--- config.mk ---
export PLATFORM = sky130hd
export DESIGN_NAME = conv1_window_fetcher
export DESIGN_NICKNAME = d
export VERILOG_FILES = /design/src/rtl/conv1_window_fetcher.sv
export SDC_FILE = /design/constraint.sdc
export NUM_CORES = 1
export LEC_CHECK = 0
export ABC_AREA = 1
export CORE_ASPECT_RATIO = 0.9
export CORE_UTILIZATION = 31
export DETAILED_ROUTE_END_ITERATION = 10
export PLACE_DENSITY = 0.54
export SLEW_MARGIN = 20
export SYNTH_ARGS = -nofsm -noshare
export SYNTH_HDL_FRONTEND = slang
export SYNTH_SLANG_ARGS = --single-unit
export TNS_END_PERCENT = 20
--- constraint.sdc ---
create_clock -name clk -period 3.5 [get_ports clk]
set_input_delay 0.525 -clock clk [delete_from_list [all_inputs] [get_ports clk]]
set_output_delay 0.525 -clock clk [all_outputs]
set_load 0.01 [all_outputs]
--- src/rtl/conv1_window_fetcher.sv ---
// conv1_window_fetcher: streams every 5x5 window of the 28x28 image in RAM to conv1, row-major.
// Latency: 27 cycles per window (25 reads, 1 drain, 1 hold); first win_valid 27 cycles after start.
// Backpressure: win_ready low parks the FSM in HOLD with win_* stable and no reads issued.
// Ports: clk/rst (sync, active-high); start = loader image_loaded pulse;
//   rd_en/rd_addr/rd_data = image RAM read port (1-cycle read latency);
//   win_data/win_valid/win_ready/win_row/win_col = window stream; busy/done = status.
module conv1_window_fetcher #(
  parameter int IMG_W  = 28,
  parameter int K      = 5,
  parameter int ADDR_W = 10
) (
  input  logic               clk,
  input  logic               rst,
  input  logic               start,
  output logic               rd_en,
  output logic [ADDR_W-1:0]  rd_addr,
  input  logic [7:0]         rd_data,
  output logic [K*K*8-1:0]   win_data,
  output logic               win_valid,
  input  logic               win_ready,
  output logic [4:0]         win_row,
  output logic [4:0]         win_col,
  output logic               busy,
  output logic               done
);

  localparam int OUT_W  = IMG_W - K + 1;
  localparam int SLOT_W = $clog2(K*K);
  localparam int KW     = $clog2(K);

  typedef enum logic [2:0] {IDLE, FETCH, DRAIN, HOLD, FIN} state_t;

  state_t              state;
  logic [KW-1:0]       kx;
  logic [KW-1:0]       ky;
  logic [SLOT_W-1:0]   rd_slot;   // slot of the read currently on rd_addr
  logic [SLOT_W-1:0]   cap_slot;  // slot whose data is on rd_data this cycle
  logic                cap_vld;
  logic [ADDR_W-1:0]   base;      // address of window's top-left pixel: row*IMG_W + col

  logic last_tap;
  logic last_col;
  logic last_win;

  assign last_tap = (kx == KW'(K-1)) && (ky == KW'(K-1));
  assign last_col = (win_col == 5'(OUT_W-1));
  assign last_win = last_col && (win_row == 5'(OUT_W-1));

  always_ff @(posedge clk) begin
    if (rst) begin
      state     <= IDLE;
      rd_en     <= 1'b0;
      rd_addr   <= '0;
      win_data  <= '0;
      win_valid <= 1'b0;
      win_row   <= '0;
      win_col   <= '0;
      busy      <= 1'b0;
      done      <= 1'b0;
      kx        <= '0;
      ky        <= '0;
      rd_slot   <= '0;
      cap_slot  <= '0;
      cap_vld   <= 1'b0;
      base      <= '0;
    end else begin
      done     <= 1'b0;
      // Slot index travels one cycle behind the read to match RAM latency.
      cap_vld  <= rd_en;
      cap_slot <= rd_slot;
      if (cap_vld) begin
        for (int s = 0; s < K*K; s++) begin
          if (cap_slot == SLOT_W'(s)) win_data[8*s +: 8] <= rd_data;
        end
      end

      case (state)
        IDLE: begin
          if (start) begin
            state   <= FETCH;
            busy    <= 1'b1;
            rd_en   <= 1'b1;
            rd_addr <= '0;
            base    <= '0;
            kx      <= '0;
            ky      <= '0;
            rd_slot <= '0;
            win_row <= '0;
            win_col <= '0;
          end
        end

        FETCH: begin
          if (last_tap) begin
            state <= DRAIN;
            rd_en <= 1'b0;
          end else begin
            rd_slot <= rd_slot + SLOT_W'(1);
            if (kx == KW'(K-1)) begin
              // Jump from the end of one kernel row to the start of the next image row.
              kx      <= '0;
              ky      <= ky + KW'(1);
              rd_addr <= rd_addr + ADDR_W'(IMG_W - K + 1);
            end else begin
              kx      <= kx + KW'(1);
              rd_addr <= rd_addr + ADDR_W'(1);
            end
          end
        end

        DRAIN: begin
          state     <= HOLD;
          win_valid <= 1'b1;
        end

        HOLD: begin
          if (win_ready) begin
            win_valid <= 1'b0;
            if (last_win) begin
              state <= FIN;
              done  <= 1'b1;
            end else begin
              state   <= FETCH;
              rd_en   <= 1'b1;
              kx      <= '0;
              ky      <= '0;
              rd_slot <= '0;
              if (last_col) begin
                // (row, OUT_W-1) -> (row+1, 0): base advances by IMG_W-OUT_W+1 = K.
                win_col <= '0;
                win_row <= win_row + 5'd1;
                base    <= base + ADDR_W'(K);
                rd_addr <= base + ADDR_W'(K);
              end else begin
                win_col <= win_col + 5'd1;
                base    <= base + ADDR_W'(1);
                rd_addr <= base + ADDR_W'(1);
              end
            end
          end
        end

        FIN: begin
          state   <= IDLE;
          busy    <= 1'b0;
          win_row <= '0;
          win_col <= '0;
          rd_addr <= '0;
          base    <= '0;
        end

        default: state <= IDLE;
      endcase
    end
  end

endmodule

======== Word-level counts from Yosys, hierarchy flattened ========
Index checks and enable logic that the tools add are counted.
storage, ports and cells
  flip-flop bits (word level) ............. 254
  output and inout port bits .............. 224
  input port bits ......................... 12
  word-level logic and storage cells ...... 177
cells by class
  equal/unequal tests ..................... 39
  multiplexer cells ....................... 44
  bitwise logic cells ..................... 2
  add/subtract/negate cells ............... 9
  reduce and logical (&&, ||, !) cells .... 44
operators with widths
  kind                     count
  $mux W10                 6
  $eq A5 B5 Y1 const B     11
  $reduce_and A2 Y1        27
  $mux W5                  10
  $pmux W5 S3              3
  $eq A5 B4 Y1 const B     8
  $pmux W10 S4             1
  $mux W3                  11
  $pmux W10 S3             1
  $add A10 B1 Y10 const B  2
  $eq A5 B3 Y1 const B     4
  $reduce_and A5 Y1        4
  $pmux W3 S3              2
  $add A5 B1 Y5 const B    3
  $ne A2 B2 Y1 const B     7
  $pmux W3 S4              1
  $add A10 B3 Y10 const B  1
  $add A10 B5 Y10 const B  1
  $eq A5 B2 Y1 const B     2
  $eq A3 B3 Y1 const B     3
  $add A3 B1 Y3 const B    2
  $eq A3 B2 Y1 const B     2
  $mux W1                  6
  $reduce_and A6 Y1        1
  14 further kinds         19

======== Depth between registers and ports, before layout ========
  depth after elaboration ................. 5
  gate-level depth with buffers ........... 14
  gate-level depth less buffers ........... 14

======== Least setup slack after synthesis ========
No wires, ideal clock.
  kind .................................... flip-flop to flip-flop
  start ................................... reg win_col[0]
  end ..................................... reg rd_addr[3]
  period minus slack after synthesis ...... 2.074 ns
  buffers on the path ..................... 0
  library setup time ...................... 0.132 ns
  stages on the path, launching flop included .. 12
  arrival ................................. 1.941 ns
  setup slack ............................. 1.426 ns
  data required time ...................... 3.368 ns
  path through ............................ dfxtp_1 > ha_1 > nand2_1 > nor2_1 > ha_1 > nand3_1 > nand2_1 > or2_2 > nand3_1 > nand2_1 > nand2_1 > a21oi_1
between the ends
  cells in the longest elaborated chain, start to end .. 5
  elaborated cells between the ends (all ways) .. 8
  those cells by class .................... eq/ne: 2; mux: 4; reduce/logical: 2
RTL lines
  element                 line  text
  start, declared         22    output logic [4:0] win_col,
  start signal, assigned  135   win_col <= win_col + 5'd1;
  $eq A5 B5 Y1 *          46    assign last_col = (win_col == 5'(OUT_W-1));
  $mux W10                128   if (last_col) begin
  $mux W10                119   if (last_win) begin
  $mux W10                117   if (win_ready) begin
  $pmux W10 S4            77    case (state)
  end signal, assigned    103   rd_addr <= rd_addr + ADDR_W'(IMG_W - K + 1);
  end signal, assigned    133   rd_addr <= base + ADDR_W'(K);
  end signal, assigned    137   rd_addr <= base + ADDR_W'(1);
  end, declared           16    output logic [ADDR_W-1:0] rd_addr,
Every way passes the cells marked *; elsewhere a longest branch is shown, timed or not. The select of a mux whose other input is x is not followed.
A chain may end at the register's enable or synchronous reset.

======== Worst setup path in the final report ========
  start ................................... reg cap_slot[3]
  end ..................................... reg win_data[198]
between the ends
  cells in the longest elaborated chain, start to end .. 2
RTL lines
  element                        line  text
  start, declared                37    logic [SLOT_W-1:0] cap_slot;
  start signal, assigned         70    cap_slot <= rd_slot;
  $eq A5 B5 Y1                   73    if (cap_slot == SLOT_W'(s)) win_data[8*s +: 8] <= rd_data;
  $reduce_and A2 Y1 (no line)    --
  end signal, assigned by index  73
  end, declared                  18    output logic [K*K*8-1:0] win_data,
No other way between the ends.

==> reports/qor.yml <==
timing:
  fin_ws_ns: 1.164
  worstMarginPinSlew_ns: 0.9372
  relSlewSlack_pct: 37.52
  max_clock_freq_ghz: 0.4280
  period_minus_slack_ns: 2.336
  setup_tns_ns: 0
  finalHoldViolCount: 0
  hold_slack_ns: 0.4497
  post-route-period-util_pct: 66.75
  setup_viol: 0
  slew_viol_final: 0
  fin_skew_ns: 0.02729
  rsz0062_at_grt: "no"
placement:
  dp_hpwl_mm: 21.98
  dp.cells: 1954
  place.gp.congestion: 0.7689
  pre_cts_ws_ns: 1.153
  portBuffers: 235
  placed_area_um2: 13020
clock_network:
  path_clk_slew_ns: 0.06
  htreeDepth: 1
  cts_resized: 0
  cts_buffers: 30
  clk_latency_ns: 0.56
  cts_tree: "done"
  postCtsSetupRepairBufs: 0
  hold_buffers: 0
  root_buffer: "clkbuf_16"
  clockBufferDepth: 3
  cts_num_sinks: 254
yosys:
  netlist_area_um2: 10340
  syn_area_per_cell_um2: 7.614
  syn_nets: 1382
  synth.distinct_cells: 41
  ys_seq_area_share_pct: 49.18
  synth_warnings: 0
  syn_inst: 1358
  ys_ff_latch: 254
min_path:
  hold_class: "register to register"
  hold_depth: 2
floorplanning:
  rows: 63
  core_area_um2: 32870
  floorplan.initialDensity_pct: 31.46
  die_height_um: 175.3
  ios: 236
  dieArea_um2: 34090
  die_x_um: 194.5
routing:
  avgRoutedWirePerCell_um: 17.11
  drt_iter0_drc: 709
  routed_wirelength_mm: 34.37
  drtAntennaViolNets: 0
  drc: 0
  dr.pass1.iters: 5
  viasPerCell: 4.882
  vias: 9807
global_routing:
  grtUsageMet3_pct: 5.357
  track_usage_pct: 19.40
  met1_usage_pct: 26.05
  overflow: 0
  antenna_found_initial: 0
  grt_pass1_wl_mm: 53.05
  met2_usage_pct: 30.48
  grt_max_degree: 197
  grt_pass1_vias: 9099
  grt-busiest-layer: "met2"
setup_path:
  startpoint: "cap_slot[3]"
  crit_path_end_kind: "register"
  critPathLaunchType: "register"
  crit_required_ns: 3.90
  reg2reg_slack_ns: 1.16
  arrival_ns: 2.74
  crit_path_end: "win_data[198]"
  reg2reg_to: "win_data[198]"
  worstPathMaxFanout: 28
  r2r_cells: 5
  regToRegStartpoint: "cap_slot[3]"
  criticalPathCategory: "register to register"
run:
  drv_cap: 0
outcome:
  outcome: "complete, no violations"
power_and_ir_drop:
  ir_drop_mv: 0.3598
  p_leak_nw: 4.946
  fin_total_pwr_mw: 7.578
  power_density_nw_per_um2: 539.7
cells_and_area:
  final_nets: 1588
  drive_gt1_share_pct: 8.570
  utilization_pct: 42.72
  final_cell_mix: "296 x nand2_1, 254 x dfxtp_1, 234 x clkdlybuf4s50_1, 210 x a21oi_1, 196 x nand3_1"
  antenna-diode-count: 0
  final_common_cell: "nand2_1"
  area_delta_synth_final_pct: 35.79
  fin_area_um2: 14040
  layoutNonFillerInstCount: 2009
-- cells in the mapped netlist --
cell type,n,area (um2)
nor2_1,95,356.6
clkinv_1,2,7.510
o22ai_1,1,6.260
clkbuf_2,6,30.03
o211ai_1,1,7.510
nor3_2,3,30.03
nor3_4,1,16.27
ha_1,12,150.1
xnor2_1,2,17.52
a211oi_1,1,7.510
a21oi_1,210,1051
buf_4,6,45.04
o31ai_1,1,7.510
nor2_2,8,50.05
o21bai_1,1,7.510
a31oi_1,1,6.260
buf_1,3,11.26
inv_2,20,75.07
nand4_1,8,50.05
nand3b_1,1,7.510
dfxtp_1,254,5085
nor4_1,1,6.260
o21ai_0,55,275.3
nand3_4,2,35.03
o21ai_2,2,17.52
nand2_1,296,1111
clkbuf_1,44,165.2
nor2_4,16,180.2
a22oi_1,1,7.510
nor3_1,2,10.01
o21a_1,1,7.510
nand3_1,196,980.9
nand2_4,2,22.52
a21o_1,1,7.510
xor2_1,5,43.79
nand2_2,2,12.51
o21ai_1,9,45.04
inv_1,57,214.0
or2_2,2,12.51
buf_2,23,115.1
buf_6,4,45.04
-- logic make-up (layout without fill, tap and decap cells) --
logic type      count (synthesis)  after routing  synth area share, %
simple gates                  635            635                27.87
compound gates                285            285                14.06
flops                         254            254                49.18
buf+inv                       165            394                6.849
fa+ha+maj                      12             12                1.452
xor+xnor                        7              7               0.5929
-- power breakdown --
part / switching (mW) / total [mW] / leakage (nW) / internal (mW)
Sequential: 0.128 / 3.15 / 2.05 / 3.02
Clock: 1.28 / 3.21 / 0.508 / 1.92
Combinational: 0.821 / 1.22 / 2.39 / 0.399
Total: 2.23 / 7.58 / 4.95 / 5.35
-- worst min-delay path by stage --
| stage | slack (ns) | from | to |
|---|---|---|---|
| 2_1_floorplan | 0.43 | rd_slot[4] | cap_slot[4] |
| 3_3_place_gp | 0.43 | win_data[199] | win_data[199] |
| 3_5_place_dp | 0.45 | win_data[199] | win_data[199] |
| 4_1_cts | 0.46 | win_data[199] | win_data[199] |
| 5_1_grt | 0.47 | win_data[129] | win_data[129] |
| 6_report | 0.45 | win_data[199] | win_data[199] |
-- flip-flops by register name, summed over array words and instances (netlist names) --
register / count
cap_slot: 5
rd_slot: 5
rd_addr: 10
win_valid: 1
ky: 3
rd_en: 1
win_col: 5
done: 1
busy: 1
base: 10
cap_vld: 1
win_row: 5
kx: 3
state: 3
win_data: 200
-- area by class of cell --
type                       count  area [um2]
clock buffer                  40       848.3
clock inverter                15       173.9
fill                        3275       18830
inverter                      79       296.5
multi-input combinational    939        4556
sequential                   254        5085
tap                          422       528.0
timing repair buffer         260        2554
-- routing by layer --
| layer | vias to the layer above | routed length (um) |
|---|---|---|
| li1 | 4932 | - |
| met1 | 4546 | 15640 |
| met2 | 280 | 15400 |
| met3 | 49 | 2524 |
| met4 | 0 | 809 |
| met5 | - | 0 |
-- critical path, cell delays in order (launching register included) --
cell,delay (ns)
dfxtp_1,0.50
nand2_1,0.19
inv_2,0.43
nand4_1,0.62
o21ai_0,0.36
a21oi_1,0.07
(Power assumes the default switching activity.)
